File: src/rtl/stage_sequencer.sv
// ============================================================================
// Module   : stage_sequencer
// Brief    : Multi-cycle five-stage instruction sequencer with memory
//            handshakes, timeout fault, halt, run/step control and retire count.
// Revision : 1.0 - initial release
// ============================================================================
`default_nettype none

module stage_sequencer #(
    parameter int TIMEOUT_CYCLES = 16,
    parameter int COUNT_WIDTH    = 32
) (
    input  logic                   clock,
    input  logic                   reset,
    input  logic                   run,
    input  logic                   step,
    input  logic                   imem_ready,
    input  logic                   dmem_ready,
    input  logic                   needs_mem,
    input  logic                   halt_req,
    output logic [4:0]             stage,
    output logic                   fetch_req,
    output logic                   dmem_req,
    output logic                   retired,
    output logic                   halted,
    output logic                   fault,
    output logic [COUNT_WIDTH-1:0] retire_count
);

    localparam int c_WAIT_W = $clog2(TIMEOUT_CYCLES + 1);
    localparam logic [c_WAIT_W-1:0] c_WAIT_LAST = c_WAIT_W'(TIMEOUT_CYCLES - 1);

    localparam logic [4:0] c_STAGE_NONE   = 5'b00000;
    localparam logic [4:0] c_STAGE_FETCH  = 5'b00001;
    localparam logic [4:0] c_STAGE_DECODE = 5'b00010;
    localparam logic [4:0] c_STAGE_EXEC   = 5'b00100;
    localparam logic [4:0] c_STAGE_DATA   = 5'b01000;
    localparam logic [4:0] c_STAGE_WB     = 5'b10000;

    typedef enum logic [3:0] {
        S_IDLE   = 4'd0,
        S_FETCH  = 4'd1,
        S_DECODE = 4'd2,
        S_EXEC   = 4'd3,
        S_DATA   = 4'd4,
        S_WB     = 4'd5,
        S_HALT   = 4'd6,
        S_FAULT  = 4'd7
    } state_t;

    state_t                  r_state;
    state_t                  w_next_state;
    logic [c_WAIT_W-1:0]     r_wait_cnt;
    logic                    r_needs_mem;
    logic                    r_halt_latched;
    logic [COUNT_WIDTH-1:0]  r_retire_count;

    logic w_waiting;
    logic w_mem_ready;
    logic w_timeout;

    assign w_waiting   = (r_state == S_FETCH) || (r_state == S_DATA);
    assign w_mem_ready = (r_state == S_FETCH) ? imem_ready : dmem_ready;
    // Ready on the last allowed cycle takes precedence over the timeout.
    assign w_timeout   = w_waiting && !w_mem_ready && (r_wait_cnt == c_WAIT_LAST);

    always_ff @(posedge clock) begin
        if (reset) begin
            r_state <= S_IDLE;
        end else begin
            r_state <= w_next_state;
        end
    end

    always_comb begin
        w_next_state = r_state;
        case (r_state)
            S_IDLE: begin
                if (run || step) begin
                    w_next_state = S_FETCH;
                end
            end
            S_FETCH: begin
                if (imem_ready) begin
                    w_next_state = S_DECODE;
                end else if (w_timeout) begin
                    w_next_state = S_FAULT;
                end
            end
            S_DECODE: begin
                w_next_state = halt_req ? S_HALT : S_EXEC;
            end
            S_EXEC: begin
                w_next_state = r_needs_mem ? S_DATA : S_WB;
            end
            S_DATA: begin
                if (dmem_ready) begin
                    w_next_state = S_WB;
                end else if (w_timeout) begin
                    w_next_state = S_FAULT;
                end
            end
            S_WB: begin
                w_next_state = run ? S_FETCH : S_IDLE;
            end
            S_HALT:  w_next_state = S_HALT;
            S_FAULT: w_next_state = S_FAULT;
            default: w_next_state = S_IDLE;
        endcase
    end

    // Counter is zero whenever not stalled, so every entry to a wait state starts fresh.
    always_ff @(posedge clock) begin
        if (reset) begin
            r_wait_cnt <= '0;
        end else if (w_waiting && !w_mem_ready && !w_timeout) begin
            r_wait_cnt <= r_wait_cnt + c_WAIT_W'(1);
        end else begin
            r_wait_cnt <= '0;
        end
    end

    always_ff @(posedge clock) begin
        if (reset) begin
            r_needs_mem    <= 1'b0;
            r_halt_latched <= 1'b0;
        end else if (r_state == S_DECODE) begin
            r_needs_mem    <= needs_mem;
            r_halt_latched <= halt_req;
        end
    end

    always_ff @(posedge clock) begin
        if (reset) begin
            r_retire_count <= '0;
        end else if (r_state == S_WB) begin
            r_retire_count <= r_retire_count + COUNT_WIDTH'(1);
        end
    end

    always_comb begin
        stage = c_STAGE_NONE;
        case (r_state)
            S_FETCH:  stage = c_STAGE_FETCH;
            S_DECODE: stage = c_STAGE_DECODE;
            S_EXEC:   stage = c_STAGE_EXEC;
            S_DATA:   stage = c_STAGE_DATA;
            S_WB:     stage = c_STAGE_WB;
            default:  stage = c_STAGE_NONE;
        endcase
    end

    assign fetch_req    = (r_state == S_FETCH);
    assign dmem_req     = (r_state == S_DATA);
    assign retired      = (r_state == S_WB);
    assign halted       = (r_state == S_HALT) && r_halt_latched;
    assign fault        = (r_state == S_FAULT);
    assign retire_count = r_retire_count;

endmodule

`default_nettype wire

File: config.mk
export PLATFORM = sky130hd
export DESIGN_NAME = stage_sequencer
export DESIGN_NICKNAME = d
export VERILOG_FILES = /design/src/rtl/stage_sequencer.sv
export SDC_FILE = /design/constraint.sdc
export NUM_CORES = 1
export LEC_CHECK = 0
export CORE_MARGIN = 4
export CORE_UTILIZATION = 50
export DETAILED_ROUTE_END_ITERATION = 16
export GPL_ROUTABILITY_DRIVEN = 0
export PLACE_DENSITY_LB_ADDON = 0.25
export SLEW_MARGIN = 15
export SYNTH_ARGS = -nofsm -noshare
export SYNTH_HDL_FRONTEND = slang
export SYNTH_SLANG_ARGS = --single-unit
export TNS_END_PERCENT = 100
File: constraint.sdc
create_clock -name clock -period 2.3 [get_ports clock]
set_clock_uncertainty 0.2 [all_clocks]
set_input_delay 0.23 -clock clock [delete_from_list [all_inputs] [get_ports clock]]
set_output_delay 0.23 -clock clock [all_outputs]
set_load 0.02 [all_outputs]
; After elaboration in Yosys (flattened, before gate mapping)
; Index checks and enable logic that the tools add are counted.
[word_totals]
reg_bits = 43
[op_classes]
n_mux = 10
n_eq_ne = 9
bitwise_logic = 1
n_reduce_logical = 10
n_addsub = 2
[op_table]
columns = op, n
row1 = $add A32 B1 Y32 const B, 1
row2 = $pmux W4 S8, 1
row3 = $pmux W5 S5, 1
row4 = $eq A4 B3 Y1 const B, 4
row5 = $mux W4, 4
row6 = $eq A4 B2 Y1 const B, 2
row7 = $add A5 B1 Y5 const B, 1
row8 = $eq A5 B4 Y1 const B, 1
row9 = $eq A4 B1 Y1 const B, 1
row10 = $logic_and A1 B1 Y1, 4
row11 = $logic_not A4 Y1, 1
row12 = $mux W1, 3
row13 = $mux W3, 1
row14 = $logic_not A1 Y1, 2
row15 = $logic_or A1 B1 Y1, 2
row16 = $ne A2 B2 Y1 const B, 1
row17 = $reduce_or A2 Y1, 1
row18 = $not A1 Y1, 1

; Logic depth before layout (Yosys ltp)
; Gate-level depths: netlist (run 1).
[depth]
ltp_word = 9
ltp_mapped = 7
mapped_depth_nobuf = 6

; Worst setup path before layout (run 1)
; Ideal clock, no wire load.
[synth_timing]
kind = reg2reg
from = register r_state[0]
to = register r_halt_latched
required_ps = 1972
path_slack_ps = 107
path_stages_with_launch = 5
n_path_buf = 1
setup_time_ps = 128
arrival_time_ps = 1865
cell_sequence = dfxtp_1 -> clkbuf_1 -> nor4b_1 -> mux2i_1 -> nor2_1
[synth_between]
elab_chain_cells = 1
[synth_lines]
columns = item, line_no
row1 = "start, declared", 51  ; state_t r_state;
row2 = "start signal, assigned", 71  ; r_state <= w_next_state;
row3 = $eq A4 B2 Y1, 127  ; end else if (r_state == S_DECODE) begin
row4 = "end signal, assigned", 129  ; r_halt_latched <= halt_req;
row5 = "end, declared", 55  ; logic r_halt_latched;
; Every way passes these cells.
; A chain may end at the register's enable or synchronous reset.

; Final worst setup path (run 1)
[layout_timing]
from = register r_retire_count[0] (netlist: retire_count[0])
to = register r_retire_count[28] (netlist: retire_count[28])
[layout_between]
elab_chain_cells = 1
[layout_lines]
columns = item, line_no
row1 = "start, declared", 56  ; logic [COUNT_WIDTH-1:0] r_retire_count;
row2 = "start signal, assigned", 137  ; r_retire_count <= r_retire_count + COUNT_WIDTH'(1);
row3 = $add A32 B1 Y32, 137
; Every way passes these cells.

==> results of run 1 <==
area by class of cell:
| class | instances | area, um2 | area share, % |
|---|---|---|---|
| multi-input cells | 187 | 1210 | 42.12 |
| well taps | 50 | 62.56 | 2.178 |
| clock buffers | 8 | 100.1 | 3.484 |
| flip-flops and latches | 43 | 864.6 | 30.10 |
| inverters | 8 | 30.03 | 1.045 |
| repair buffers | 63 | 605.6 | 21.08 |
power groups by stage:
stage / sequential, mW / combinational [mW] / clock [mW]
finish: 0.750 / 0.0452 / 0.520
CTS: 0.749 / 0.0454 / 0.533
detailed placement: 0.767 / 0.0450 / 0
floorplan: 0.765 / 0.0252 / 0
global route: 0.750 / 0.0502 / 0.573
global placement: 0.767 / 0.0450 / 0
worst max path at each step:
stage / end / cells past startpoint / slack (ps)
4_1_cts: stage[1] / 2 / 3
5_1_grt: retire_count[28] / 5 / 20
3_5_place_dp: retire_count[28] / 5 / 140
2_1_floorplan: r_halt_latched / 4 / 110
3_3_place_gp: retire_count[28] / 5 / 220
6_report: retire_count[28] / 5 / 130
logic make-up (layout without fill, tap and decap cells):
family / Yosys count / count (layout) / share of synthesized area, %
AO/OA/AOI/OAI: 54 / 54 / 15.17
XOR/XNOR: 10 / 10 / 4.023
adder cells (fa/ha/maj): 3 / 3 / 1.724
buffers and inverters: 25 / 79 / 5.173
flip-flops: 43 / 43 / 39.54
multiplexers: 5 / 5 / 2.471
other: 1 / 1 / 0.1722
AND/OR/NAND/NOR: 114 / 114 / 31.72
cells in the mapped netlist, drive strengths merged:
cell / number / area (um2)
and3: 4 / 25.02
dfxtp: 43 / 860.8
o211ai: 2 / 15.01
conb: 1 / 3.750
nand4: 11 / 83.83
nor2: 25 / 93.84
o31ai: 15 / 112.6
a2111o: 1 / 11.26
nor3b: 2 / 15.01
or4: 16 / 120.1
nor3: 2 / 10.01
clkbuf: 8 / 30.03
inv: 8 / 30.03
nor4bb: 3 / 30.03
o21ai: 7 / 35.03
nand2: 11 / 43.80
and4bb: 1 / 16.27
xor2: 8 / 70.07
o22ai: 1 / 6.260
mux2: 3 / 33.78
xnor2: 2 / 17.52
o21a: 1 / 7.510
a21oi: 24 / 120.1
or3: 4 / 25.02
nand3: 12 / 60.06
ha: 3 / 37.54
and2: 6 / 37.54
a211oi: 1 / 7.510
nand2b: 1 / 6.260
mux2i: 2 / 20.02
or4b: 1 / 10.01
nor2b: 3 / 18.77
nor4: 4 / 25.02
a21o: 2 / 15.01
and4: 4 / 35.03
nor4b: 4 / 35.03
buf: 9 / 52.55
registers in the layout, summed over array words and instances (netlist names):
name	cells
r_needs_mem	1
r_state	4
retire_count	32
r_halt_latched	1
r_wait_cnt	5
what timing repair did:
action / CTS / global route
setup endpoints to repair: 7 / 8
hold buffers: 0 / 0
setup buffers: 0 / 0
endpoints found under the hold margin: 0 / 0
gates resized for setup: 4 / 7
per-layer routing:
| metal | track usage (%) | up-vias | share of wire [%] |
|---|---|---|---|
| li1 | - | 1055 | - |
| met1 | 25.61 | 960 | 47 |
| met2 | 32.97 | 44 | 48 |
| met3 | 5.811 | 4 | 4.6 |
| met4 | 6.439 | 0 | 0.74 |
| met5 | 0 | - | 0 |
==> results.py, run 1 <==
metrics = {
    "logic_synthesis": {
        "seq_area_frac_synth_pct": 39.54,
        "synth.yosys.warnings": 0,
        "yosys.cell_types.count": 42,
        "synth_nets": 266,
        "ys_ff_latch": 43,
        "syn_inst": 255,
        "avgSynthCellArea_um2": 8.538,
        "netlist_area_mm2": 0.002177,
    },
    "cells_and_area": {
        "fillers": 346,
        "layout.cells.non_filler": 359,
        "drive_gt1_share_pct": 10.03,
        "area_growth_pct": 31.95,
        "mostFrequentLayoutCell": "clkdlybuf4s50_1",
        "final_cell_mix": "clkdlybuf4s50_1 (42), dfxtp_1 (40), nor2_1 (25)",
        "final_area_mm2": 0.002873,
        "antenna_cells": 0,
        "fin_nets": 319,
        "post-route-util_pct": 69.81,
    },
    "min_path": {
        "min_from": "r_wait_cnt[0]",
        "hold_end": "r_wait_cnt[0]",
        "hold_class": "reg2reg",
        "holdPathStages": 1,
    },
    "power_and_ir_drop": {
        "clockPowerShare_pct": 39.5,
        "ir_drop_mv": 0.3843,
        "swShare_pct": 20.86,
        "p_leak_nw": 1.050,
        "p_comb_share_pct": 3.4,
        "power_density_mw_per_mm2": 457.7,
        "p_seq_share_pct": 57.0,
        "total_power_mw": 1.315,
        "internal-power_mw": 1.041,
        "switchingPower_mw": 0.2743,
    },
    "critical_path": {
        "required_ps": 2290,
        "reg2reg_to": "retire_count[28]",
        "path_buf_inv": 0,
        "cp-end-kind": "register",
        "slowest_stage": "nor4_1",
        "r2r-start": "retire_count[0]",
        "cp_cell_sequence": "ha_1 > and2_1 > nand3_1 > nor4_1 > mux2_2",
        "critPathMaxFanout": 13,
        "crit_family": "simple AND/OR/NAND/NOR gates",
        "cp-start-kind": "register",
        "slowest_delay_ps": 420,
        "path_class": "reg2reg",
        "crit_arrival_ps": 2170,
        "r2r_slack_ps": 130,
        "critPathLaunch": "retire_count[0]",
        "reg2reg_depth": 5,
    },
    "placed_design": {
        "dp.cells": 351,
        "pre_cts_slack_ps": 141.4,
        "place_area_mm2": 0.002753,
        "io_buffers": 49,
        "hpwlAfterDp_mm": 3.607,
    },
    "clock_tree": {
        "path_clk_slew_ps": 80,
        "htreeDepth": 2,
        "worst_skew_pair.late_latency_ps": 300,
        "cts_sinks": 43,
        "cts_buffers": 5,
        "cts_buffer_depth": 2,
        "cts.root.buffer_cell": "clkbuf_8",
        "tritoncts": "done",
    },
    "routing": {
        "drc": 0,
        "dr.pass1.iters": 4,
        "dr_total_vias": 2063,
        "ant_nets": 0,
        "post_drt_via_cell_ratio": 5.747,
        "first_iter_violations": 96,
        "routedWlPerCell_um": 13.97,
        "wirelength_mm": 5.014,
    },
    "global_route": {
        "first_global_vias": 2019,
        "grt_pass1_wl_mm": 8.735,
        "grt_remaining_overflow": 0,
        "antenna_found_initial": 0,
        "grt_usage_pct": 20.13,
        "grt_max_degree": 29,
    },
    "floorplanning": {
        "dieHeight_um": 73.99,
        "initial_core_util_pct": 52.90,
        "dieArea_mm2": 0.005474,
        "placeableCoreArea_mm2": 0.004115,
        "fp-row-count": 23,
        "io_pins": 50,
        "dieWidth_um": 73.99,
    },
    "flow_run": {
        "cap_violations": 0,
    },
    "sta": {
        "rsz0062_at_grt": "no",
        "holdWs_ps": 252.1,
        "min_period_over_period_pct": 94.47,
        "tns_ps": 0,
        "maxSlewViolCount": 0,
        "setup_violations": 0,
        "worst_slack_ps": 127.2,
        "period_minus_slack_ps": 2173,
        "hold_viol": 0,
        "fmax_mhz": 460.2,
    },
    "status": {
        "outcome": "completed",
    },
}
No activity file was read; power rests on OpenSTA's default activity.
==> run 2: changes to the inputs <==
--- a/config.mk
+++ b/config.mk
@@ -9,7 +9,7 @@
 export CORE_UTILIZATION = 50
 export DETAILED_ROUTE_END_ITERATION = 16
 export GPL_ROUTABILITY_DRIVEN = 0
-export PLACE_DENSITY_LB_ADDON = 0.25
+export PLACE_DENSITY = 0.86
 export SLEW_MARGIN = 15
 export SYNTH_ARGS = -nofsm -noshare
 export SYNTH_HDL_FRONTEND = slang
==> run 2 against run 1 <==
Effect of this change: via count increased by 3.2%; register-to-register slack barely moved; count of clock-buffer cells in the layout fell by 1; wire length grew 2.8%; worst setup slack worse by 13 ps; maximum frequency fell by 0.61%; critical endpoint is now stage[4]; largest cell class unchanged.
==> results.py, run 2 (synthesis results as in run 1) <==
metrics = {
    "global_route": {
        "grt_max_degree": 24,
        "grt_pass1_wl_mm": 8.749,
        "first_global_vias": 1953,
        "grt_remaining_overflow": 0,
        "antenna_found_initial": 0,
        "grt_usage_pct": 19.88,
    },
    "floorplanning": {
        "dieWidth_um": 73.99,
        "dieHeight_um": 73.99,
        "dieArea_mm2": 0.005474,
        "io_pins": 50,
        "fp-row-count": 23,
        "placeableCoreArea_mm2": 0.004115,
        "initial_core_util_pct": 52.90,
    },
    "critical_path": {
        "path_class": "reg2out",
        "critPathMaxFanout": 10,
        "cp-end-kind": "output port",
        "cp-start-kind": "register",
        "crit_arrival_ps": 1760,
        "required_ps": 1870,
    },
    "routing": {
        "drc": 0,
        "dr.pass1.iters": 4,
        "ant_nets": 0,
        "routedWlPerCell_um": 14.28,
        "met2WireLength_mm": 2.379,
        "highest_layer": "met4",
        "first_iter_violations": 113,
        "dr_total_vias": 2129,
        "drt-met1-wl_mm": 2.357,
        "wl_met3_um": 360,
        "wirelength_mm": 5.156,
        "post_drt_via_cell_ratio": 5.898,
    },
    "cells_and_area": {
        "largest_reg_flops": 32,
        "post-route-util_pct": 69.60,
        "antenna_cells": 0,
        "area_growth_pct": 31.55,
        "drive_gt1_share_pct": 9.646,
        "fin_nets": 321,
        "mostFrequentLayoutCell": "clkdlybuf4s50_1",
        "final_cell_mix": "clkdlybuf4s50_1 (43), dfxtp_1 (42), nor2_1 (25)",
    },
    "placed_design": {
        "pre_cts_slack_ps": 154.7,
        "hpwlAfterDp_mm": 3.649,
        "io_buffers": 49,
    },
    "sta": {
        "worstMarginPinSlew_ps": 544.4,
        "setup_violations": 0,
        "worst_slack_ps": 113.8,
        "period_minus_slack_ps": 2186,
        "maxSlewHeadroom_pct": 63.63,
        "min_period_over_period_pct": 95.05,
        "hold_viol": 0,
        "rsz0062_at_grt": "no",
        "fmax_mhz": 457.4,
        "tns_ps": 0,
        "holdWs_ps": 269.5,
        "maxSlewViolCount": 0,
    },
    "clock_tree": {
        "tritoncts": "done",
        "cts_sinks": 43,
        "cts_buffers": 5,
        "cts_buffer_depth": 2,
        "htreeDepth": 2,
        "cts.root.buffer_cell": "clkbuf_8",
        "path_clk_slew_ps": 70,
        "holdBufCountCts": 0,
        "worst_skew_pair.late_latency_ps": 290,
    },
    "flow_run": {
        "cap_violations": 0,
    },
    "power_and_ir_drop": {
        "p_leak_nw": 1.030,
        "ir_drop_mv": 0.3307,
        "power_density_mw_per_mm2": 438.4,
    },
    "status": {
        "outcome": "completed",
    },
    "min_path": {
        "hold_class": "reg2reg",
    },
}
## run 2: cell count changes in the layout (fill, tap and decap cells not counted), sizes merged
cell	before	now
buf	14	16
clkbuf	8	7
clkdlybuf4s50	42	43
clkinv	0	1
dlymetal6s2s	5	4
## run 2: cell type report
class,instances,area [um2]
clock inverter,1,5.005
inverter,8,30.03
fill,335,1251
clock buffer,7,76.32
sequential,43,862.1
tap,50,62.56
multi-input combinational,187,1210
timing repair buffer,65,618.1
## run 2: final timing paths
check / from / end / slack (ps) / cells past startpoint
setup reg to reg: retire_count[0] / retire_count[28] / 130 / 5
setup / recovery: r_state[0] / stage[4] / 110 / 3
hold reg to reg: r_wait_cnt[0] / r_wait_cnt[0] / 270 / 1
hold / removal: r_wait_cnt[0] / r_wait_cnt[0] / 270 / 1
## run 2: repair_timing
item	4_1_cts	5_1_grt
setup endpoints to repair	2	7
setup buffers	0	0
resized for setup	2	6
cloned	0	0
## run 2: critical path, cell delays in order, from the launching register on
cell and delay, ps:
dfxtp_1 390, buf_4 180, nor4bb_1 260, clkdlybuf4s50_1 640
## run 2: through the flow
stage | instances | cell area, um2 | total power, mW
finish | 361 | 2864 | 1.256
global route | 361 | 2864 | 1.306
CTS | 361 | 2846 | 1.262
detailed placement | 353 | 2768 | 0.8164
global placement | 353 | 2768 | 0.8157
floorplan | 255 | 2177 | 0.7902
## run 2: metal layers
layer	track usage [%]	vias to the layer above
li1	-	1068
met5	0	-
met3	5.405	7
met2	30.91	70
met1	27.26	984
met4	5.433	0
## run 2: report_power, final
group          leakage [nW]  internal, mW  switching, mW
Clock                0.0422         0.213          0.243
Sequential            0.347         0.746        0.00303
Combinational         0.640        0.0240         0.0270
==> run 3: changes to the inputs <==
--- a/config.mk
+++ b/config.mk
@@ -7,9 +7,11 @@
 export LEC_CHECK = 0
 export CORE_MARGIN = 4
 export CORE_UTILIZATION = 50
+export CTS_CLUSTER_SIZE = 14
 export DETAILED_ROUTE_END_ITERATION = 16
 export GPL_ROUTABILITY_DRIVEN = 0
 export PLACE_DENSITY = 0.86
+export RECOVER_POWER = 25
 export SLEW_MARGIN = 15
 export SYNTH_ARGS = -nofsm -noshare
 export SYNTH_HDL_FRONTEND = slang
==> run 3 against run 2 <==
Effect of this change: die area unchanged; non-clock buffer count unchanged; worst setup slack improved by 0.70 ps; count of clock-buffer cells in the layout unchanged; sequential power about the same; design area decreased by 0.13%; wire length decreased by 0.48%; highest routed layer unchanged.
==> results.py, run 3 (synthesis results as in run 1) <==
metrics = {
    "placed_design": {
        "place_area_mm2": 0.002768,
        "dp.cells": 353,
        "hpwlAfterDp_mm": 3.649,
        "io_buffers": 49,
    },
    "clock_tree": {
        "cts_buffer_depth": 2,
        "cts_buffers": 5,
        "path_clk_slew_ps": 70,
        "worst_skew_pair.late_latency_ps": 290,
        "cts_sinks": 43,
        "htreeDepth": 2,
        "tritoncts": "done",
        "cts.root.buffer_cell": "clkbuf_8",
    },
    "routing": {
        "ant_nets": 0,
        "highest_layer": "met4",
        "drt-met1-wl_mm": 2.370,
        "routedWlPerCell_um": 14.21,
        "wl_met3_um": 351,
        "wirelength_mm": 5.131,
        "first_iter_violations": 102,
        "met2WireLength_mm": 2.351,
        "drc": 0,
        "post_drt_via_cell_ratio": 5.864,
        "dr_total_vias": 2117,
        "dr.pass1.iters": 4,
    },
    "min_path": {
        "min_from": "r_wait_cnt[0]",
        "hold_class": "reg2reg",
        "holdPathStages": 1,
        "hold_end": "r_wait_cnt[0]",
    },
    "critical_path": {
        "path_buf_inv": 2,
        "crit_arrival_ps": 1760,
        "reg2reg_depth": 5,
        "slowest_delay_ps": 640,
        "path_class": "reg2out",
        "critPathMaxFanout": 10,
        "cp-start-kind": "register",
        "cp_cell_sequence": "buf_4 > nor4bb_1 > clkdlybuf4s50_1",
        "required_ps": 1870,
        "r2r-start": "retire_count[0]",
        "r2r_slack_ps": 130,
        "crit_family": "buffers and inverters",
        "reg2reg_to": "retire_count[28]",
        "cp-end-kind": "output port",
        "slowest_stage": "clkdlybuf4s50_1",
    },
    "cells_and_area": {
        "fillers": 337,
        "mostFrequentLayoutCell": "dfxtp_1",
        "layout.cells.non_filler": 361,
        "multi_input_area_mm2": 0.001210,
        "drive_gt1_share_pct": 9.325,
        "final_cell_mix": "dfxtp_1 (42), clkdlybuf4s50_1 (33), nor2_1 (25)",
        "seq_area_um2": 862.1,
        "largest_reg_flops": 32,
        "antenna_cells": 0,
        "final_area_mm2": 0.002860,
        "area_growth_pct": 31.38,
        "fin_nets": 321,
    },
    "sta": {
        "hold_viol": 0,
        "worstMarginPinSlew_ps": 544.4,
        "fmax_mhz": 457.6,
        "tns_ps": 0,
        "maxSlewViolCount": 0,
        "maxSlewHeadroom_pct": 63.63,
        "rsz0062_at_grt": "no",
        "min_period_over_period_pct": 95.02,
        "setup_violations": 0,
        "period_minus_slack_ps": 2185,
    },
    "power_and_ir_drop": {
        "power_density_mw_per_mm2": 439.1,
        "ir_drop_mv": 0.3323,
        "p_leak_nw": 1.061,
    },
    "global_route": {
        "grt_max_degree": 24,
        "first_global_vias": 1953,
        "antenna_found_initial": 0,
        "grt_usage_pct": 19.88,
        "grt_remaining_overflow": 0,
        "grt_pass1_wl_mm": 8.749,
    },
    "floorplanning": {
        "fp-row-count": 23,
        "dieArea_mm2": 0.005474,
        "dieWidth_um": 73.99,
        "placeableCoreArea_mm2": 0.004115,
        "initial_core_util_pct": 52.90,
        "dieHeight_um": 73.99,
        "io_pins": 50,
    },
    "status": {
        "outcome": "completed",
    },
    "flow_run": {
        "cap_violations": 0,
    },
}
## run 3: layout make-up
type / instances / area share, %
Clock buffer: 7 / 2.668
Sequential cell: 43 / 30.14
Multi-Input combinational cell: 187 / 42.30
Inverter: 8 / 1.050
Timing Repair Buffer: 65 / 21.48
Clock inverter: 1 / 0.1750
Tap cell: 50 / 2.187
## run 3: repair_timing
action / in CTS / in global routing
endpoints found under the hold margin: 0 / 0
pin swaps: 0 / 0
setup buffers: 0 / 0
resized for setup: 2 / 6
endpoints found under the setup margin: 2 / 7
hold buffers: 0 / 0
## run 3: worst max-delay path by stage
stage	slack, ps	startpoint	endpoint	cells after the start
after floorplan	110	r_state[0]	r_halt_latched	4
after global placement	190	retire_count[0]	retire_count[28]	5
after detailed placement	150	retire_count[0]	retire_count[28]	5
after CTS	0.5	r_state[2]	stage[3]	3
after global routing	20	r_state[0]	stage[4]	3
final	110	r_state[0]	stage[4]	3
## run 3: layer usage
layer	vias up	GRT usage, %
li1	1066	-
met1	973	27.26
met2	71	30.91
met3	7	5.405
met4	0	5.433
met5	-	0
## run 3: power breakdown
group	switching (mW)	total, mW	internal (mW)	leakage [nW]
Combinational	0.0270	0.0510	0.0240	0.672
Sequential	0.00301	0.749	0.746	0.347
Clock	0.243	0.456	0.213	0.0422
Total	0.273	1.26	0.983	1.06
## run 3: stage by stage
stage / util (%) / hold slack (ps) / total power, mW / setup slack, ps
after detailed placement: 67.25 / 255.0 / 0.8164 / 154.7
after floorplan: - / 168.6 / 0.7902 / 107.3
final: 69.50 / 269.7 / 1.256 / 114.5
after CTS: 69.17 / 275.2 / 1.262 / 0.4559
after global placement: 67.25 / 230.8 / 0.8157 / 191.4
after global routing: 69.50 / 290.9 / 1.306 / 23.40
